### config.mk
export PLATFORM = sky130hd
export DESIGN_NAME = seq_bit_serializer
export DESIGN_NICKNAME = d
export VERILOG_FILES = /design/src/rtl/seq_pkg.sv /design/src/rtl/seq_bit_serializer.sv
export SDC_FILE = /design/constraint.sdc
export NUM_CORES = 1
export LEC_CHECK = 0
export CORE_MARGIN = 3
export CORE_UTILIZATION = 51
export CTS_CLUSTER_DIAMETER = 60
export DETAILED_ROUTE_END_ITERATION = 10
export PLACE_DENSITY = 0.81
export SYNTH_ARGS = -nofsm -noshare
export SYNTH_HDL_FRONTEND = slang
export SYNTH_SLANG_ARGS = --single-unit
### constraint.sdc
create_clock -name Clk -period 2.08 [get_ports Clk]
set_clock_uncertainty 0.1 [all_clocks]
set_input_delay 0.416 -clock Clk [delete_from_list [all_inputs] [get_ports Clk]]
set_output_delay 0.416 -clock Clk [all_outputs]
set_load 0.02 [all_outputs]
### src/rtl/seq_pkg.sv
// Shared definitions for the serial stimulus path feeding the 101 detector.
//   seq_state_t : serializer FSM states
//   cnt_w_of()  : bit-counter width for a given word length
package seq_pkg;

  typedef enum logic [0:0] {
    IDLE  = 1'b0,
    SHIFT = 1'b1
  } seq_state_t;

  // Word length of the default serializer build.
  localparam int DEF_WIDTH = 8;

  // The counter counts down from WIDTH-1 to 0, so $clog2(WIDTH) bits are enough.
  // The floor of 1 keeps the vector legal for degenerate widths.
  function automatic int cnt_w_of(input int width);
    return (width < 2) ? 1 : $clog2(width);
  endfunction

endpackage

### src/rtl/seq_bit_serializer.sv
// Parallel-in / serial-out stage driving the serial input w of the 101 detector.
// A word is taken through a valid/ready handshake and shifted out one bit per
// clock. Words can stream back-to-back: a new word may be accepted in the cycle
// the previous word's last bit is on w.
//
// Ports
//   Clk        in   1      clock, rising edge
//   Reset      in   1      synchronous active-low reset
//   Din        in   WIDTH  parallel word, sampled only on an accepted handshake
//   Load_valid in   1      upstream offers a word
//   Load_ready out  1      word can be accepted this cycle (combinational)
//   w          out  1      serial bit (registered)
//   Busy       out  1      word in flight (registered)
//   Done       out  1      high while w carries a word's last bit (registered)
//
// state | meaning
// IDLE  | no word in flight, w = IDLE_BIT, ready
// SHIFT | word on w; ready only in its last-bit cycle (r_cnt == 0)
module seq_bit_serializer
  import seq_pkg::*;
#(
  parameter int WIDTH     = DEF_WIDTH,
  parameter bit MSB_FIRST = 1'b1,
  parameter bit IDLE_BIT  = 1'b1
) (
  input  logic             Clk,
  input  logic             Reset,
  input  logic [WIDTH-1:0] Din,
  input  logic             Load_valid,
  output logic             Load_ready,
  output logic             w,
  output logic             Busy,
  output logic             Done
);

  localparam int CNT_W = cnt_w_of(WIDTH);
  localparam logic [CNT_W-1:0] CNT_LOAD = CNT_W'(WIDTH - 1);
  localparam logic [CNT_W-1:0] CNT_ONE  = CNT_W'(1);

  seq_state_t       r_state, w_state_n;
  logic [WIDTH-1:0] r_shift, w_shift_n, w_shifted;
  logic [CNT_W-1:0] r_cnt, w_cnt_n;
  logic             r_w, w_w_n;
  logic             r_busy, w_busy_n;
  logic             r_done, w_done_n;
  logic             w_ready, w_accept;

  // Bit that goes out first from a given register image.
  function automatic logic head_of(input logic [WIDTH-1:0] v);
    return MSB_FIRST ? v[WIDTH-1] : v[0];
  endfunction

  assign w_ready  = (r_state == IDLE) || (r_cnt == '0);
  assign w_accept = Load_valid & w_ready;

  // w is registered, so the bit presented next cycle is the head of the
  // register image being written this cycle (Din on load, shifted otherwise).
  always_comb begin
    w_state_n = r_state;
    w_cnt_n   = r_cnt;
    w_w_n     = IDLE_BIT;
    w_busy_n  = 1'b0;
    w_done_n  = 1'b0;
    if (MSB_FIRST) begin
      w_shifted = {r_shift[WIDTH-2:0], 1'b0};
    end else begin
      w_shifted = {1'b0, r_shift[WIDTH-1:1]};
    end
    w_shift_n = r_shift;

    case (r_state)
      IDLE: begin
        if (w_accept) begin
          w_state_n = SHIFT;
          w_shift_n = Din;
          w_cnt_n   = CNT_LOAD;
          w_w_n     = head_of(Din);
          w_busy_n  = 1'b1;
        end
      end
      SHIFT: begin
        if (w_accept) begin
          // Gapless reload in the last-bit cycle.
          w_shift_n = Din;
          w_cnt_n   = CNT_LOAD;
          w_w_n     = head_of(Din);
          w_busy_n  = 1'b1;
        end else if (r_cnt != '0) begin
          w_shift_n = w_shifted;
          w_cnt_n   = r_cnt - CNT_ONE;
          w_w_n     = head_of(w_shifted);
          w_busy_n  = 1'b1;
          // Next cycle shows the last bit when the counter lands on zero.
          w_done_n  = (r_cnt == CNT_ONE);
        end else begin
          w_state_n = IDLE;
          w_shift_n = w_shifted;
        end
      end
      default: begin
        w_state_n = IDLE;
      end
    endcase
  end

  always_ff @(posedge Clk) begin
    if (!Reset) begin
      r_state <= IDLE;
      r_shift <= '0;
      r_cnt   <= '0;
      r_w     <= IDLE_BIT;
      r_busy  <= 1'b0;
      r_done  <= 1'b0;
    end else begin
      r_state <= w_state_n;
      r_shift <= w_shift_n;
      r_cnt   <= w_cnt_n;
      r_w     <= w_w_n;
      r_busy  <= w_busy_n;
      r_done  <= w_done_n;
    end
  end

  assign Load_ready = w_ready;
  assign w          = r_w;
  assign Busy       = r_busy;
  assign Done       = r_done;

endmodule

==> impl_metrics.env <==
export IMPL_status="finished, final reports clean"
export IMPL_synth_yosys_seq_area_share_pct=38.7
export IMPL_path_cells="inv_1 -> ha_1 -> and2b_1 -> nor2_2 -> inv_2 -> clkbuf_2"
export IMPL_synthCells=66
export IMPL_hold_viol_final=0
export IMPL_cts_tree="done"
export IMPL_rsz0062_at_grt="false"
export IMPL_port_buffers=14
export IMPL_clockRootBuffer="clkbuf_4"
export IMPL_drt_pre_antenna_iters=4
export IMPL_startpoint_type="flop"
export IMPL_wl_per_cell_um=14.1
export IMPL_synth_top_area_share_pct=38.7
export IMPL_cts_buffers=3
export IMPL_crit_arrival_ps=1410
export IMPL_wirelength_um=1430
export IMPL_cts_buffer_depth=2
export IMPL_diodes=0
export IMPL_fp_dieArea_mm2=0.00179
export IMPL_fmax_mhz=520
export IMPL_path_buf_inv=3
export IMPL_vdd_drop_max_mv=0.511
export IMPL_required_ps=1560
export IMPL_num_rows=12
export IMPL_synth_ff_type="dfxtp_1"
export IMPL_drc_errors=0
export IMPL_cap_violations=0
export IMPL_path_clk_slew_ps=80
export IMPL_fin_nets=102
export IMPL_clkLatencyLatePin_ps=270
export IMPL_synth_edff_count=0
export IMPL_dp_slack_ps=69.2
export IMPL_r2r_slack_ps=590
export IMPL_cp_max_fo=4
export IMPL_grt_max_degree=14
export IMPL_start_util_pct=57.5
export IMPL_met3_length_um=119
export IMPL_synth_largest_area_cell="dfxtp_1"
export IMPL_period_needed_ps=1920
export IMPL_place_congestion=0.808
export IMPL_timing_final_setup_violations=0
export IMPL_cpMaxStageDelayCell="dfxtp_1"
export IMPL_utilization_pct=74.7
export IMPL_viasPerCell=5.78
export IMPL_worst_slew_pin_slew_ps=397
export IMPL_grt_ovfl_total=0
export IMPL_fin_ws_ps=158
export IMPL_async_reset_ff_share_pct=0
export IMPL_h_tree_depth=1
export IMPL_ys_types=29
export IMPL_yosysWarnings=0
export IMPL_areaGrowthSynthToFinish_pct=29.9
export IMPL_grt_pass1_vias=553
export IMPL_hold_class="flop to flop"
export IMPL_powerDensity_mw_per_mm2=689
export IMPL_leakage_nw=0.383
export IMPL_netlist_top_cells_count="dfxtp_1, mux2i_1, a21boi_1, o221a_2, a21oi_1"
export IMPL_ant_nets=0
export IMPL_grt_pass1_wl_um=2430
export IMPL_cp_top_family="flip-flops"
export IMPL_drv_slew=0
export IMPL_fp_dieH_um=42.3
export IMPL_nFillCells=91
export IMPL_synth_area_leaders="dfxtp_1, mux2i_1, o221a_2"
export IMPL_pin_count=15
export IMPL_synth_area_per_cell_um2=10.2
export IMPL_cts_sinks=13
export IMPL_die_w_um=42.3
export IMPL_drt_met1_wl_um=587
export IMPL_top_layer_used="met3"
export IMPL_finalPower_mw=0.603
export IMPL_grt_antenna_before_repair=0
export IMPL_holdWs_ps=399
export IMPL_drive_gt1_share_pct=24.1
export IMPL_coreArea_mm2=0.00117
export IMPL_yosysMostFrequentCell="dfxtp_1"
export IMPL_slew_headroom_pct=73.5
export IMPL_synth_seq_cells=13
export IMPL_fin_tns_setup_ps=0
export IMPL_vias=584
export IMPL_cts_hold_buf=0
export IMPL_hpwl_um=1030
export IMPL_worstSetupPathType="flop to primary output"
export IMPL_mappedNetlistArea_um2=673
export IMPL_drt_iter0_drc=14
export IMPL_grt_usage_pct=17.5
export IMPL_syn_nets=80
export IMPL_wl_met2_um=721
export IMPL_slowest_delay_ps=330
export IMPL_critPathCaptureType="primary output"
export IMPL_finalCritPeriodShare_pct=92.4
-- flip-flops by register name (all words and copies together), names as in the netlist --
name	flops
Done	1
Busy	1
r_shift	7
w	1
r_cnt	3
-- metal layers --
metal  vias up  GRT usage (%)
li1        288              -
met1       269           21.4
met2        27           29.5
met3         0           7.30
met4         0           1.86
met5         -              0
-- where the power goes --
part / switching (mW) / internal (mW) / leakage (nW)
Combinational: 0.0775 / 0.0832 / 0.260
Clock: 0.0825 / 0.0744 / 0.0150
Sequential: 0.0127 / 0.272 / 0.108
-- cell type report --
cell class                 instances  area [um^2]  share of cell area, %
timing repair buffer              19          173                   19.7
multi-input combinational         46          379                   43.3
inverter                           5         18.8                   2.15
clock buffer                       4         26.3                   3.00
tap                               14         17.5                   2.00
sequential                        13          260                   29.8
-- timing repair --
item,4_1_cts,5_1_grt
resized for setup,2,1
endpoints found under the setup margin,1,1
setup buffers,0,0
-- layout by cell type (no fill, tap or decap) --
cell	n
dfxtp_1	13
a21oi_1	4
buf_4	5
inv_1	3
clkbuf_1	1
and2b_1	1
nor2_2	1
nor2_1	1
mux2i_1	6
mux2_2	1
inv_2	2
o31ai_1	1
clkdlybuf4s50_1	13
o21ai_0	2
a21boi_1	5
nand2_1	1
nand2_2	1
nand3_1	1
ha_1	3
nand2b_1	2
o221a_2	5
nand3b_4	1
clkbuf_2	1
and2_1	1
nor3_1	3
o22ai_1	1
o221a_1	1
o211a_1	1
o311a_2	1
clkbuf_4	3
o21a_1	1
nor2b_1	1
-- stage by stage --
step,std cells,cell area (um^2)
floorplan,66,673
global placement,97,853
detailed placement,97,853
CTS,101,880
global route,101,875
finish,101,875
-- worst paths after layout --
path / from / end / cells after the start
worst max register to register: r_cnt[0] / r_shift[1] / 6
worst min-delay path: r_shift[2] / r_shift[3] / 1
worst max-delay path: r_cnt[0] / Load_ready / 6
worst min register to register: r_shift[2] / r_shift[3] / 1
-- cell families after synthesis --
logic type	synth area share, %
buf+inv	5.02
simple gates	13.8
fa+ha+maj	5.58
flops	38.7
mux	10.6
compound gates	26.4
-- worst register-to-register path, stage by stage (launching register included) --
cell      delay (ps)
dfxtp_1          330
inv_1             90
ha_1             210
buf_4            150
nand3b_4         120
nand2_2          120
o221a_2          260
No activity file was read; power rests on OpenSTA's default activity.
